$ cat config.mk
export PLATFORM = sky130hd
export DESIGN_NAME = ifetch_unit_flat
export DESIGN_NICKNAME = d
export VERILOG_FILES = /design/src/rtl/ifetch_pkg.sv /design/src/rtl/ifetch_if.sv /design/src/rtl/ifetch_fifo.sv /design/src/rtl/ifetch_unit.sv /design/src/flat_wrapper.sv
export SDC_FILE = /design/constraint.sdc
export NUM_CORES = 1
export LEC_CHECK = 0
export CORE_MARGIN = 5
export CORE_UTILIZATION = 30
export CTS_BUF_LIST = sky130_fd_sc_hd__clkbuf_8
export DETAILED_ROUTE_END_ITERATION = 12
export REMOVE_ABC_BUFFERS = 1
export SLEW_MARGIN = 30
export SYNTH_ARGS = -nofsm -noshare
export SYNTH_HDL_FRONTEND = slang
export SYNTH_SLANG_ARGS = --single-unit
$ cat constraint.sdc
create_clock -name HCLK -period 3.45 [get_ports HCLK]
set_input_delay 0.69 -clock HCLK [delete_from_list [all_inputs] [get_ports HCLK]]
set_output_delay 0.69 -clock HCLK [all_outputs]
set_load 0.03 [all_outputs]
$ cat src/rtl/ifetch_pkg.sv
// Shared types for the instruction fetch stage: FSM states, FIFO entry layout
// and the instruction width in bytes.
package ifetch_pkg;

  typedef enum logic {
    RUN  = 1'b0,
    HALT = 1'b1
  } fetch_state_e;

  typedef struct packed {
    logic [31:0] inst;
    logic [63:0] pc;
    logic        fault;
  } fetch_entry_t;

  localparam int unsigned INST_BYTES = 4;

endpackage

$ cat src/rtl/ifetch_if.sv
// Fetch-stage signal bundle: ROM address/data port, branch redirect and the
// valid/ready instruction handoff to decode.
interface ifetch_if;

  logic [63:0] HADDR;
  logic [63:0] HWDATA;
  logic [63:0] HRDATA;
  logic        redirect_valid;
  logic [63:0] redirect_pc;
  logic        inst_valid;
  logic        inst_ready;
  logic [31:0] inst;
  logic [63:0] inst_pc;
  logic        inst_fault;

  modport master (
    output HADDR, HWDATA, inst_valid, inst, inst_pc, inst_fault,
    input  HRDATA, redirect_valid, redirect_pc, inst_ready
  );

  modport slave (
    input  HADDR, HWDATA, inst_valid, inst, inst_pc, inst_fault,
    output HRDATA, redirect_valid, redirect_pc, inst_ready
  );

endinterface

$ cat src/rtl/ifetch_fifo.sv
// Small synchronous instruction FIFO with flush; the head entry is presented
// straight from the storage registers so decode sees registered outputs.
module ifetch_fifo
  import ifetch_pkg::*;
#(
  parameter  int unsigned DEPTH = 2,
  localparam int unsigned AW    = $clog2(DEPTH),
  localparam int unsigned CW    = AW + 1
) (
  input  logic          clk_i,
  input  logic          rst_ni,
  input  logic          flush_i,
  input  logic          push_i,
  input  fetch_entry_t  push_data_i,
  input  logic          pop_i,
  output fetch_entry_t  head_o,
  output logic          valid_o,
  output logic [CW-1:0] count_o
);

  fetch_entry_t  mem_q [DEPTH];
  logic [AW-1:0] wr_ptr_q;
  logic [AW-1:0] rd_ptr_q;
  logic [CW-1:0] count_q;
  logic          do_pop;

  assign do_pop  = pop_i && (count_q != '0);
  assign valid_o = (count_q != '0);
  assign count_o = count_q;
  assign head_o  = mem_q[rd_ptr_q];

  always_ff @(posedge clk_i or negedge rst_ni) begin
    if (!rst_ni) begin
      wr_ptr_q <= '0;
      rd_ptr_q <= '0;
      count_q  <= '0;
    end else if (flush_i) begin
      wr_ptr_q <= '0;
      rd_ptr_q <= '0;
      count_q  <= '0;
    end else begin
      if (push_i) wr_ptr_q <= wr_ptr_q + AW'(1);
      if (do_pop) rd_ptr_q <= rd_ptr_q + AW'(1);
      count_q <= count_q + CW'(push_i) - CW'(do_pop);
    end
  end

  // Storage is cleared on reset so the head reads as all-zero until first fill.
  always_ff @(posedge clk_i or negedge rst_ni) begin
    if (!rst_ni) begin
      for (int i = 0; i < DEPTH; i++) mem_q[i] <= '0;
    end else if (push_i && !flush_i) begin
      mem_q[wr_ptr_q] <= push_data_i;
    end
  end

endmodule

$ cat src/rtl/ifetch_unit.sv
// Instruction fetch stage: owns the fetch PC and RUN/HALT state, checks the
// ROM window, and feeds fetched words (or a fault marker) into the FIFO.
module ifetch_unit
  import ifetch_pkg::*;
#(
  parameter logic [63:0] RESET_PC   = 64'h0,
  parameter logic [63:0] ROM_START  = 64'h0,
  parameter int unsigned ROM_SIZE   = 256,
  parameter int unsigned FIFO_DEPTH = 2
) (
  input logic      HCLK,
  input logic      HRESETn,
  ifetch_if.master bus
);

  localparam int unsigned CW         = $clog2(FIFO_DEPTH) + 1;
  localparam logic [63:0] LEGAL_SPAN = 64'(ROM_SIZE) - 64'd8;

  fetch_state_e  state_q, state_d;
  logic [63:0]   pc_q, pc_d;
  logic          pc_legal;
  logic          slot_avail;
  logic          push;
  logic          pop;
  logic          head_valid;
  logic [CW-1:0] count;
  fetch_entry_t  push_entry;
  fetch_entry_t  head;
  logic          unused_bits;

  assign unused_bits = ^{bus.HRDATA[63:32], bus.redirect_pc[1:0]};

  // Unsigned offset wraps huge when pc < ROM_START, so one compare covers both bounds.
  assign pc_legal   = (pc_q - ROM_START) < LEGAL_SPAN;
  assign pop        = head_valid && bus.inst_ready;
  assign slot_avail = (count < CW'(FIFO_DEPTH)) || pop;

  always_ff @(posedge HCLK or negedge HRESETn) begin
    if (!HRESETn) begin
      state_q <= RUN;
      pc_q    <= RESET_PC;
    end else begin
      state_q <= state_d;
      pc_q    <= pc_d;
    end
  end

  always_comb begin
    state_d    = state_q;
    pc_d       = pc_q;
    push       = 1'b0;
    push_entry = '0;
    if (bus.redirect_valid) begin
      state_d = RUN;
      pc_d    = {bus.redirect_pc[63:2], 2'b00};
    end else if (state_q == RUN && slot_avail) begin
      push          = 1'b1;
      push_entry.pc = pc_q;
      if (pc_legal) begin
        push_entry.inst = bus.HRDATA[31:0];
        pc_d            = pc_q + 64'(INST_BYTES);
      end else begin
        push_entry.fault = 1'b1;
        state_d          = HALT;
      end
    end
  end

  ifetch_fifo #(
    .DEPTH (FIFO_DEPTH)
  ) u_fifo (
    .clk_i       (HCLK),
    .rst_ni      (HRESETn),
    .flush_i     (bus.redirect_valid),
    .push_i      (push),
    .push_data_i (push_entry),
    .pop_i       (pop),
    .head_o      (head),
    .valid_o     (head_valid),
    .count_o     (count)
  );

  assign bus.HADDR      = pc_q;
  assign bus.HWDATA     = '0;
  assign bus.inst_valid = head_valid;
  assign bus.inst       = head.inst;
  assign bus.inst_pc    = head.pc;
  assign bus.inst_fault = head.fault;

endmodule

$ cat src/flat_wrapper.sv
// flat-port wrapper written by rule: the top's interface ports become plain ports
module ifetch_unit_flat import ifetch_pkg::*;
#(
  parameter logic [63:0] RESET_PC   = 64'h0,
  parameter logic [63:0] ROM_START  = 64'h0,
  parameter int unsigned ROM_SIZE   = 256,
  parameter int unsigned FIFO_DEPTH = 2
)
  (HCLK, HRESETn, bus_HADDR, bus_HWDATA, bus_inst_valid, bus_inst, bus_inst_pc, bus_inst_fault, bus_HRDATA, bus_redirect_valid, bus_redirect_pc, bus_inst_ready);
  ifetch_if bus_i ();
  input logic HCLK;
  input logic HRESETn;
  output wire logic [$bits(bus_i.HADDR)-1:0] bus_HADDR;
  output wire logic [$bits(bus_i.HWDATA)-1:0] bus_HWDATA;
  output wire logic [$bits(bus_i.inst_valid)-1:0] bus_inst_valid;
  output wire logic [$bits(bus_i.inst)-1:0] bus_inst;
  output wire logic [$bits(bus_i.inst_pc)-1:0] bus_inst_pc;
  output wire logic [$bits(bus_i.inst_fault)-1:0] bus_inst_fault;
  input wire logic [$bits(bus_i.HRDATA)-1:0] bus_HRDATA;
  input wire logic [$bits(bus_i.redirect_valid)-1:0] bus_redirect_valid;
  input wire logic [$bits(bus_i.redirect_pc)-1:0] bus_redirect_pc;
  input wire logic [$bits(bus_i.inst_ready)-1:0] bus_inst_ready;
  assign bus_HADDR = bus_i.HADDR;
  assign bus_HWDATA = bus_i.HWDATA;
  assign bus_inst_valid = bus_i.inst_valid;
  assign bus_inst = bus_i.inst;
  assign bus_inst_pc = bus_i.inst_pc;
  assign bus_inst_fault = bus_i.inst_fault;
  assign bus_i.HRDATA = bus_HRDATA;
  assign bus_i.redirect_valid = bus_redirect_valid;
  assign bus_i.redirect_pc = bus_redirect_pc;
  assign bus_i.inst_ready = bus_inst_ready;
  ifetch_unit #(.RESET_PC(RESET_PC), .ROM_START(ROM_START), .ROM_SIZE(ROM_SIZE), .FIFO_DEPTH(FIFO_DEPTH)) u_core (.HCLK(HCLK), .HRESETn(HRESETn), .bus(bus_i));
endmodule
**Word level (Yosys, flattened, before mapping)**

Cells that the tools add are included.

- Output and inout bits: 226
- Word-level logic and storage cells: 62
- Bits in registers: 263

- Add/sub/neg operators: 5
- Muxes and demuxes: 23
- Bitwise operators: 3
- Order comparisons: 5
- Reductions and logical operators: 14
- Eq/ne operators: 1

Operator list:

| operator | number |
|---|---|
| $mux W97 | 6 |
| $bwmux W194 | 1 |
| $mux W64 | 3 |
| $demux W97 S1 | 1 |
| $add A64 B3 Y64 const B | 1 |
| $lt A64 B8 Y1 const B | 1 |
| $mux W32 | 1 |
| $mux W1 | 10 |
| $reduce_bool A2 Y1 | 5 |
| $logic_and A1 B1 Y1 | 5 |
| $ge A2 B2 Y1 const B | 2 |
| $not A1 Y2 | 2 |
| $reduce_and A2 Y1 | 2 |
| $add A1 B1 Y1 const B | 2 |
| $add A2 B1 Y2 | 1 |
| $lt A2 B1 Y1 const B | 1 |
| $lt A2 B2 Y1 const B | 1 |
| $mux W2 | 1 |
| $ne A2 B2 Y1 const B | 1 |
| $sub A2 B1 Y2 | 1 |
| $logic_not A1 Y1 | 1 |
| $logic_or A1 B1 Y1 | 1 |
| $not A1 Y1 | 1 |

**Depth between registers and ports, before layout**

Gate-level depths: netlist of the first run.

- Word-level depth: 9
- Mapped depth: 10
- Gate-level depth less buffers: 9

**Cells and area by module**

Synthesis of the first run repeated with hierarchy kept, for this count alone.

- Cells, all modules: 903
- Area, all modules: 12308.1 um^2

Modules (own cells, without submodules):

| module | cells each | instances | seq. area each (um^2) | area each (um^2) |
|---|---|---|---|---|
| ifetch_fifo | 536 | 1 | 4954.8 | 8540.7 |
| ifetch_unit | 367 | 1 | 1576.5 | 3767.4 |

**Worst setup path after synthesis of the first run**

OpenSTA, ideal clock, no wires.

- Path kind: input -> register
- From: input port bus_inst_ready
- To: register u_core.u_fifo.mem_q[51] (netlist bit)
- Arrival time: 2244 ps
- Path slack: 1081 ps
- Stages on the path: 7
- Data required time: 3325 ps
- Path through: nand2b_1 > and2_1 > clkbuf_1 > nand3_1 > clkbuf_1 > clkbuf_1 > mux2_2

- Word-level cells in the longest chain between the ends: 6
- Elaborated cells between the ends (all ways): 9

RTL lines:

| what | RTL line | text |
|---|---|---|
| from (decl) | flat_wrapper.sv:22 | `input wire logic [$bits(bus_i.inst_ready)-1:0] bus_inst_ready;` |
| $logic_and A1 B1 Y1 (*) | ifetch_unit.sv:35 | `assign pop = head_valid && bus.inst_ready;` |
| $logic_or A1 B1 Y1 (*) | ifetch_unit.sv:36 | `assign slot_avail = (count < CW'(FIFO_DEPTH)) \|\| pop;` |
| $logic_and A1 B1 Y1 (*) | ifetch_unit.sv:56 | `end else if (state_q == RUN && slot_avail) begin` |
| $mux W97 or $mux W1 (tied branches) | ifetch_unit.sv:56 |  |
| $mux W97 or $mux W1 (tied branches) | ifetch_unit.sv:53 | `if (bus.redirect_valid) begin` |
| $bwmux W194 or $logic_and A1 B1 Y1 (tied branches) | ifetch_fifo.sv:53, ifetch_fifo.sv:52 |  |
| to (signal, indexed assignment) | ifetch_fifo.sv:53 | `mem_q[wr_ptr_q] <= push_data_i;` |
| to (decl) | ifetch_fifo.sv:21 | `fetch_entry_t mem_q [DEPTH];` |

Every way passes the cells marked *; elsewhere a longest branch is shown, timed or not.
A chain may end at the register's enable or synchronous reset.

**Worst setup path after layout of the first run**

- From: register u_core.u_fifo.rd_ptr_q
- To: output port bus_inst_pc[59]

- Word-level cells in the longest chain between the ends: 4

RTL lines:

| what | RTL line | text |
|---|---|---|
| from (decl) | ifetch_fifo.sv:23 | `logic [AW-1:0] rd_ptr_q;` |
| from (signal assigned) | ifetch_fifo.sv:43 | `if (do_pop) rd_ptr_q <= rd_ptr_q + AW'(1);` |
| $not A1 Y2 (not written as such) | ifetch_fifo.sv:30 | `assign head_o = mem_q[rd_ptr_q];` |
| $mux W97 (not written as such) (3 in series) | ifetch_fifo.sv:30 |  |
| to (decl) | flat_wrapper.sv:17 | `output wire logic [$bits(bus_i.inst_pc)-1:0] bus_inst_pc;` |

Every way passes these cells. The select of a mux whose other input is x is not followed.

==> out/metrics.yaml, run 1 <==
outcome: "finished, final reports clean"
synth_xor_area_share_pct: 0.300
routed_wl_mm: 29.5
hold_buffers: 0
irDropWorstVdd_mv: 0.414
nets: 1305
finish.instance_area_um2: 15600
die_w_um: 207
yosys.area_share.simple_pct: 5.10
synthMuxAreaShare_pct: 26.5
async_flop_share_pct: 100
regToRegStartpoint: "u_core.bus.HADDR[54]"
path_buf_inv: 2
clock.fmax_mhz: 307
synth_ff_type: "dfrtp_1"
antenna_left: 0
antenna_cells: 0
grt-ovfl-total: 0
ys_types: 36
timing.rr.end: "u_core.bus.HADDR[6]"
synth_edf_count: 0
rows: 72
yosysSeqAreaShare_pct: 55.4
hold_viol: 0
reg2reg_depth: 5
antenna_found_initial: 2
cp_max_fo: 28
viasPerCell: 4.48
final_common_cell: "mux2_2"
synthCells: 906
routedWlPerCell_um: 17.2
synthAdderAreaFrac_pct: 0.321
ys_warn_count: 0
total_power_mw: 11.9
cp-start-kind: "register"
grt_pass1_wl_mm: 48.1
drtPass1Iterations: 4
cts.sinks: 259
slew_headroom_pct: 39.5
worstSetupPathType: "reg2out"
h-tree-depth: 2
grt_start_max_net_pins: 80
crit_chain: "buf_12 > mux2_2 > clkdlybuf4s50_1"
critPathMaxStageDelay_ns: 0.70
grt_pass1_vias: 8366
placed_area_um2: 14700
die_y_um: 207
p_leak_nw: 6.68
final_max_slew_viol_count: 0
dr_total_vias: 7703
ys_ff_latch: 259
portBuffers: 257
cts_resized: 0
clk_latency_ns: 0.59
min_period_over_period_pct: 94.6
maxCapViolations: 0
post_cts_buffers: 0
fin_util_pct: 40.3
crit_required_ns: 2.76
rrSetupSlack_ns: 0.61
cts_tree: "done"
crit_slowest_cell: "dfrtp_4"
synthToLayoutAreaGrowth_pct: 33.1
setup_ws_ns: 0.188
period_minus_slack_ns: 3.26
pre_cts_ws_ns: 0.523
die_area_um2: 43000
synth-compound-area-share_pct: 4.97
numCtsBuffers: 47
layout_common_cells: "275 x mux2_2, 258 x dfrtp_1, 255 x clkdlybuf4s50_1, 73 x nand2_1"
nFillCells: 3705
root_buffer: "clkbuf_8"
p_per_area_nw_per_um2: 763
initial_core_util_pct: 30.3
setup_viol: 0
netlist_area_um2: 11700
cp_data_arrival_time_ns: 2.57
crit_family: "buffers and inverters"
route.detailed.drc: 0
core_area_um2: 38600
hp-class: "in2async"
synth_top_family_by_area: "multiplexers"
clk_pin_slew_ns: 0.06
io_pins: 358
worst_pin_slew_ns: 0.907
layout-drive-gt1-share_pct: 30.2
cts_buffer_depth: 3
grt_usage_pct: 13.7
whs_ns: 0.0649
grt_setup_unrepaired: "no"
end_kind: "output port"
finClkSkew_ns: 0.0187
avgSynthCellArea_um2: 12.9
drt-initial-drc-count: 266
dp_hpwl_mm: 19.9
gp_congestion: 0.706
==> per-layer routing <==
metal / routed length (um) / vias up / track usage (%)
met1: 12300 / 3849 / 16.8
met4: 611 / 4 / 4.35
met3: 2150 / 51 / 4.78
met2: 14400 / 194 / 22.7
met5: 32 / - / 0
li1: - / 3605 / -
==> worst reg2reg max path: stages, from the launching register on <==
cell and delay (ns):
dfrtp_1 0.42, nor4_1 0.56, nand4_1 0.29, or4_1 0.75, or3_1 0.41, a221o_1 0.30
==> how the worst max path moves through the flow <==
| stage | end | slack (ns) | cells past startpoint | startpoint |
|---|---|---|---|---|
| after detailed placement | u_core.u_fifo.mem_q[142] | 0.52 | 6 | bus_inst_ready |
| after global placement | u_core.u_fifo.mem_q[136] | 0.57 | 6 | bus_inst_ready |
| after global routing | bus_inst_pc[59] | 0.03 | 3 | u_core.u_fifo.rd_ptr_q |
| final | bus_inst_pc[59] | 0.19 | 3 | u_core.u_fifo.rd_ptr_q |
| after floorplan | u_core.u_fifo.mem_q[0] | -1.36 | 4 | bus_inst_ready |
| after CTS | bus_inst_pc[59] | 0.05 | 3 | u_core.u_fifo.rd_ptr_q |
==> power breakdown <==
part / switching (mW) / internal [mW] / leakage, nW
sequential: 0.492 / 3.86 / 3.20
combinational: 2.47 / 2.31 / 2.96
clock: 1.26 / 1.48 / 0.517
total: 4.22 / 7.65 / 6.68
==> state kept, by name, indices dropped and copies added, names as in the netlist <==
name,cells
u_core.state_q,1
u_core.u_fifo.wr_ptr_q,1
u_core.u_fifo.count_o,2
u_core.u_fifo.mem_q,192
u_core.bus.HADDR,62
u_core.u_fifo.rd_ptr_q,1
==> cells by family (layout without fill, tap and decap cells) <==
| logic type | count (synthesis) | after routing |
|---|---|---|
| AO/OA/AOI/OAI | 78 | 78 |
| multiplexers | 275 | 275 |
| other | 1 | 66 |
| buffers and inverters | 160 | 389 |
| AND/OR/NAND/NOR | 126 | 126 |
| adder cells (fa/ha/maj) | 3 | 3 |
| flip-flops | 259 | 259 |
| XOR/XNOR | 4 | 4 |
==> per-stage QoR <==
step | instances | setup TNS [ns]
finish | 1718 | 0
global route | 1718 | 0
CTS | 1718 | 0
detailed placement | 1639 | 0
global placement | 1639 | 0
floorplan | 847 | -182.68
==> cell usage after synthesis, types with 2 or more instances <==
cell type	count	area, um2
mux2_2	275	3100
dfrtp_1	259	6480
nand2_1	74	278
buf_4	67	503
o31ai_1	66	495
clkbuf_1	43	161
inv_1	35	131
nor4_1	16	100
buf_1	8	30.0
nor2_1	7	26.3
and2_1	6	37.5
buf_2	6	30.0
nand4_1	6	37.5
ha_1	3	37.5
nand3_1	3	15.0
o21ai_0	3	15.0
or4_1	3	22.5
xnor2_1	3	26.3
a2bb2oi_1	2	17.5
a31oi_1	2	12.5
nor2b_1	2	12.5
o311ai_0	2	17.5
or3_1	2	12.5
==> cell type report <==
type	instances	area (um2)	area share [%]
multi-input cells	552	4610	29.6
repair buffers	274	2800	18.0
flip-flops and latches	259	6480	41.7
inverters	36	135	0.868
clock buffers	57	785	5.04
well taps	518	648	4.16
clock inverters	22	95.1	0.611
(Power assumes the default switching activity.)
==> run 2: changes to the inputs <==
--- a/config.mk
+++ b/config.mk
@@ -14,3 +14,4 @@
 export SYNTH_ARGS = -nofsm -noshare
 export SYNTH_HDL_FRONTEND = slang
 export SYNTH_SLANG_ARGS = --single-unit
+export TNS_END_PERCENT = 50
==> results of run 2 <==
The final DEF is identical to that of run 1; final timing and power are the same.
==> run 3: changes to the inputs <==
--- a/config.mk
+++ b/config.mk
@@ -5,10 +5,13 @@
 export SDC_FILE = /design/constraint.sdc
 export NUM_CORES = 1
 export LEC_CHECK = 0
+export CELL_PAD_IN_SITES_DETAIL_PLACEMENT = 0
+export CELL_PAD_IN_SITES_GLOBAL_PLACEMENT = 1
 export CORE_MARGIN = 5
 export CORE_UTILIZATION = 30
 export CTS_BUF_LIST = sky130_fd_sc_hd__clkbuf_8
 export DETAILED_ROUTE_END_ITERATION = 12
+export PLACE_DENSITY = 0.71
 export REMOVE_ABC_BUFFERS = 1
 export SLEW_MARGIN = 30
 export SYNTH_ARGS = -nofsm -noshare
==> out/metrics.yaml, run 3 (synthesis gave the netlist of run 1 again) <==
min_period_over_period_pct: 94.2
grt_start_max_net_pins: 85
rows: 72
h-tree-depth: 2
reg2reg_depth: 5
die_area_um2: 43000
regToRegStartpoint: "u_core.bus.HADDR[37]"
drtPass1Iterations: 4
crit_chain: "buf_12 > mux2_2 > clkdlybuf4s50_1"
placed_cells: 1637
dr_total_vias: 7767
route.detailed.drc: 0
crit_slowest_cell: "clkdlybuf4s50_1"
root_buffer: "clkbuf_8"
clk_latency_ns: 0.58
timing.rr.end: "u_core.bus.HADDR[6]"
p_per_area_nw_per_um2: 780
portBuffers: 257
setup_viol: 0
nFillCells: 3728
finClkSkew_ns: 0.0209
clk_pin_slew_ns: 0.06
die_y_um: 207
nets: 1303
layout-drive-gt1-share_pct: 30.3
critPathMaxStageDelay_ns: 0.63
grt_pass1_wl_mm: 48.5
period_minus_slack_ns: 3.25
grt_usage_pct: 13.9
largest_reg_flops: 192
layout_common_cells: "275 x mux2_2, 258 x dfrtp_1, 255 x clkdlybuf4s50_1, 73 x nand2_1"
io_pins: 358
dp_hpwl_mm: 19.9
fin_util_pct: 40.5
die_w_um: 207
critPathLaunch: "u_core.u_fifo.rd_ptr_q"
antenna_found_initial: 0
viasPerCell: 4.52
grt_setup_unrepaired: "no"
fin_cells: 1719
grt_pass1_vias: 8426
antenna_left: 0
regMostFlops: "u_core.u_fifo.mem_q"
multiInputGateArea_um2: 4610
final_max_slew_viol_count: 0
pre_cts_ws_ns: 0.536
cp-start-kind: "register"
synthToLayoutAreaGrowth_pct: 33.9
antenna_cells: 0
grt-ovfl-total: 0
gp_congestion: 0.692
routed_wl_mm: 30.1
placed_area_um2: 14600
final_common_cell: "mux2_2"
initial_core_util_pct: 30.3
rrSetupSlack_ns: 0.69
irDropWorstVdd_mv: 0.355
total_power_mw: 12.2
cts_buffer_depth: 3
p_leak_nw: 6.72
crit_required_ns: 2.76
worst_pin_slew_ns: 0.844
core_area_um2: 38600
cts_resized: 0
worstSetupPathType: "reg2out"
end_kind: "output port"
routedWlPerCell_um: 17.5
cp_data_arrival_time_ns: 2.56
cp_max_fo: 46
finish.instance_area_um2: 15700
outcome: "finished, final reports clean"
hp-class: "in2async"
post_cts_buffers: 0
clock.fmax_mhz: 308
maxCapViolations: 0
numCtsBuffers: 47
drt-initial-drc-count: 233
cts.sinks: 259
slew_headroom_pct: 43.7
hold_buffers: 0
cts_tree: "done"
hold_viol: 0
setup_ws_ns: 0.202
regArea_um2: 6480
[run 3: cell count changes in the layout (fill, tap and decap cells not counted)]
cell | before | now
clkinv_2 | 3 | 1
clkbuf_8 | 57 | 62
inv_1 | 52 | 51
inv_6 | 1 | 0
buf_12 | 8 | 6
clkinvlp_4 | 1 | 0
bufinv_16 | 0 | 3
[run 3: worst max-delay path by stage]
stage | slack (ns) | end
after CTS | 0.09 | bus_inst_pc[32]
after global routing | 0.08 | bus_inst_pc[34]
after global placement | 0.59 | u_core.u_fifo.mem_q[155]
after detailed placement | 0.54 | u_core.u_fifo.mem_q[148]
final | 0.20 | bus_inst_pc[34]
after floorplan | -1.36 | u_core.u_fifo.mem_q[0]
[run 3: critical path, delay by kind of cell (launching register included)]
family / cells / cell delay, ns
buf+inv: 2 / 0.94
flops: 1 / 0.61
mux: 1 / 0.38
[run 3: cell type report]
class	instances	share of cell area [%]
Timing Repair Buffer	272	17.6
Sequential cell	259	41.4
Clock buffer	62	5.45
Tap cell	518	4.14
Clock inverter	20	0.991
Inverter	36	0.863
Multi-Input combinational cell	552	29.5
[run 3: per-stage QoR]
stage / hold slack (ns) / TNS (ns)
floorplan: 0.394 / -182.68
global placement: 0.453 / 0
detailed placement: 0.460 / 0
CTS: 0.0778 / 0
global route: 0.129 / 0
finish: 0.115 / 0
[run 3: power breakdown]
group	internal, mW	total, mW	switching, mW
clock network	1.81	3.06	1.25
registers	3.86	4.34	0.476
logic	2.29	4.80	2.51
[run 3: metal layers]
layer / vias to the layer above / wire length (um) / track usage [%]
met5: - / 0 / 0
met4: 0 / 584 / 4.29
li1: 3592 / - / -
met1: 3905 / 12700 / 17.3
met3: 43 / 2560 / 5.27
met2: 227 / 14300 / 22.5
==> variant: new RTL, settings of run 1 <==
`FIFO_DEPTH` is set to 2 in 2 places; all go to 4.
--- a/src/rtl/ifetch_unit.sv
+++ b/src/rtl/ifetch_unit.sv
@@ -6,7 +6,7 @@
   parameter logic [63:0] RESET_PC   = 64'h0,
   parameter logic [63:0] ROM_START  = 64'h0,
   parameter int unsigned ROM_SIZE   = 256,
-  parameter int unsigned FIFO_DEPTH = 2
+  parameter int unsigned FIFO_DEPTH = 4
 ) (
   input logic      HCLK,
   input logic      HRESETn,
--- a/src/flat_wrapper.sv
+++ b/src/flat_wrapper.sv
@@ -4,7 +4,7 @@
   parameter logic [63:0] RESET_PC   = 64'h0,
   parameter logic [63:0] ROM_START  = 64'h0,
   parameter int unsigned ROM_SIZE   = 256,
-  parameter int unsigned FIFO_DEPTH = 2
+  parameter int unsigned FIFO_DEPTH = 4
 )
   (HCLK, HRESETn, bus_HADDR, bus_HWDATA, bus_inst_valid, bus_inst, bus_inst_pc, bus_inst_fault, bus_HRDATA, bus_redirect_valid, bus_redirect_pc, bus_inst_ready);
   ifetch_if bus_i ();
Check against the original RTL: not settled (the Yosys comparison gave no result); the edit may change what the design does.
==> variant against run 1 <==
Routed wire length rose by 73%. Total power rose by 67%. Count of clock-buffer cells in the layout rose by 54. Synthesized area rose by 72%. Final area rose by 64%. Via count rose by 52%. Cell count rose by 45%. Sequential cell count rose by 195. Clock power rose by 95%. Clock skew rose by 19 ps. Global-route usage rose by 0.38 points. Die area rose by 68%. Setup slack got worse by 50 ps. Critical endpoint is now bus_inst[29]. Highest routed layer unchanged.
==> variant: results (changes against run 1) <==
Parameter                              Value

Run status
  Result of the run ... finished, final reports clean

Finish
  Fraction of layout cells with a size suffix above 1 ... 0.4335 (+0.1318)
  Total of fill cells in the finished design ... 6310 (+70%)
  Number of nets in the layout ... 1699 (+30%)
  Number of flip-flops under the largest register name ... 384 (+100%)

Clock tree
  H-Tree Depth ... 3 (+1)
  Worst-skew pair later-pin latency ... 660 ps (+70 ps)
  Root Buffer Master ... sky130_fd_sc_hd__clkbuf_8
  CTS Buf Count ... 85 (+81%)

Global routing
  Met1 track demand over resource in global routing ... 0.1832 (+0.01521)
  Wire length of the first global-routing pass ... 78.83 mm (+64%)
  Antenna violations before repair ... 4 (+2)
  Total Routing Usage GR ... 0.1407 (+0.003836)
  Met2 demand-to-capacity share in global routing ... 0.2300 (+0.002633)
  Met3 Usage GRT ... 0.03896 (-0.008792)
  Maximum number of pins on one net before global-route repair ... 102 (+28%)

Critical path
  Highest net fanout along the worst path ... 36 (+29%)
  Worst endpoint data arrival time ... 2620 ps (+50 ps)
  Slowest Stage Delay on Critical Path ... 610 ps (-90 ps)
  Worst reg2reg path endpoint ... u_core.bus.HADDR[2]$_DFFE_PN0P_
  Slowest stage cell, crit path ... sky130_fd_sc_hd__clkdlybuf4s50_1
  Worst setup path endpoint ... bus_inst[29]
  Flop2flop setup slack ... 620 ps
  Start of the worst register-to-register path ... u_core.bus.HADDR[31]$_DFFE_PN0P_

Placed design
  Half-perimeter wire length after detailed placement ... 31.27 mm (+57%)
  DP Cell Count ... 2344 (+43%)
  Worst slack at placement ... 551.6 ps (+28.73 ps)
  Port Buffers ... 257 (unchanged)
  Gpl congestion ... 0.7084 (+0.40%)
  Post-DP Area ... 23690 um^2 (+61%)

Pwr
  Fraction of power spent switching nets ... 0.3304 (-0.02529)
  Worst vdd ir ... 446.1 uV (+7.8%)
  Static power due to leakage ... 0.01134 uW (+70%)

Synth
  Most frequent cells after synthesis ... sky130_fd_sc_hd__dfrtp_1, sky130_fd_sc_hd__mux2_2, sky130_fd_sc_hd__mux4_2
  Number of distinct library cell variants in the gate-level netlist after synthesis ... 37 (+2.8%)
  Biggest area contributors in the synthesized netlist ... sky130_fd_sc_hd__dfrtp_1, sky130_fd_sc_hd__mux2_2, sky130_fd_sc_hd__mux4_2
  Mapped Cells ... 1266 (+40%)
  Sequential cell area fraction in the yosys report ... 0.5646 (+0.01028)

Timing
  Maximum clock frequency ... 0.3019 GHz (-1.5%)
  Rel. slew slack ... 0.4364 (+0.04089)
  Final clock skew ... 38.08 ps (+19.40 ps)

Drt
  Wire length the detailed router placed on met1 ... 22.05 mm (+79%)
  Number of DRC markers after the initial detailed-route iteration ... 398 (+50%)
  Total vias in the final route ... 11729 (+52%)
  Via-per-instance ratio ... 4.693 (+4.7%)
  Final routed wire length divided by cell count ... 20.41 um (+19%)
  DRC ... 0 (unchanged)
  Wire length on met3 ... 3.114 mm (+45%)
-- variant: changes by cell type after synthesis, moves of 5 or more --
cell	before	now
sky130_fd_sc_hd__mux2_2	275	431
sky130_fd_sc_hd__dfrtp_1	259	454
sky130_fd_sc_hd__buf_2	6	37
sky130_fd_sc_hd__o31ai_1	66	1
sky130_fd_sc_hd__mux4_2	0	96
sky130_fd_sc_hd__inv_1	35	6
sky130_fd_sc_hd__clkbuf_1	43	34
sky130_fd_sc_hd__nand2_1	74	7
sky130_fd_sc_hd__and2_1	6	37
sky130_fd_sc_hd__nor2_1	7	16
sky130_fd_sc_hd__nor4_1	16	11
-- variant: timing repair --
action,CTS,global route
hold buffers,1,0
setup endpoints to repair,49,11
hold endpoints to repair,26,0
resized for setup,46,11
-- variant: logic make-up (layout without fill, tap and decap cells) --
family                   Yosys count  after routing  share of synthesized area
adder cells (fa/ha/maj)            8              8                   0.005348
flip-flops                       454            454                     0.5646
AND/OR/NAND/NOR                   97             97                    0.02848
XOR/XNOR                           5              5                   0.002177
AO/OA/AOI/OAI                     19             19                   0.006468
other                              1             68                  0.0001864
multiplexers                     528            528                     0.3492
buffers and inverters            154            447                    0.04353
-- variant: final cells by class --
class | instances | area (um^2) | share of cell area
clock buffers | 111 | 1528 | 0.06001
flip-flops and latches | 454 | 11370 | 0.4466
well taps | 873 | 1092 | 0.04291
multi-input cells | 723 | 8144 | 0.3199
repair buffers | 289 | 3047 | 0.1197
clock inverters | 41 | 250.2 | 0.009830
inverters | 6 | 22.52 | 0.0008847
diodes | 2 | 5.005 | 0.0001966
-- variant: worst reg2reg max path: cells and delay by family, from the launching register on --
family / cells / cell delay (ps)
compound gates: 2 / 610
flops: 1 / 460
simple gates: 3 / 1670
-- variant: power by group through the flow --
stage | Clock (uW) | Sequential, uW | Combinational (uW)
2_1_floorplan | 0 | 7850 | 4280
3_3_place_gp | 0 | 7620 | 7070
3_5_place_dp | 0 | 7750 | 7150
4_1_cts | 5570 | 7670 | 6970
5_1_grt | 5810 | 7860 | 7270
6_report | 5340 | 7660 | 6810
-- variant: how the worst min path moves through the flow --
stage,cells after the start,start,slack (ps),end
floorplan,0,HRESETn,390,u_core.bus.HADDR[10]$_DFFE_PN0P_
global placement,1,u_core.u_fifo.mem_q[293]$_DFFE_PN0P_,480,u_core.u_fifo.mem_q[293]$_DFFE_PN0P_
detailed placement,1,u_core.u_fifo.mem_q[2]$_DFFE_PN0P_,490,u_core.u_fifo.mem_q[2]$_DFFE_PN0P_
CTS,2,HRESETn,420,u_core.u_fifo.mem_q[318]$_DFFE_PN0P_
global route,2,HRESETn,470,u_core.bus.HADDR[36]$_DFFE_PN0P_
finish,2,HRESETn,490,u_core.bus.HADDR[36]$_DFFE_PN0P_
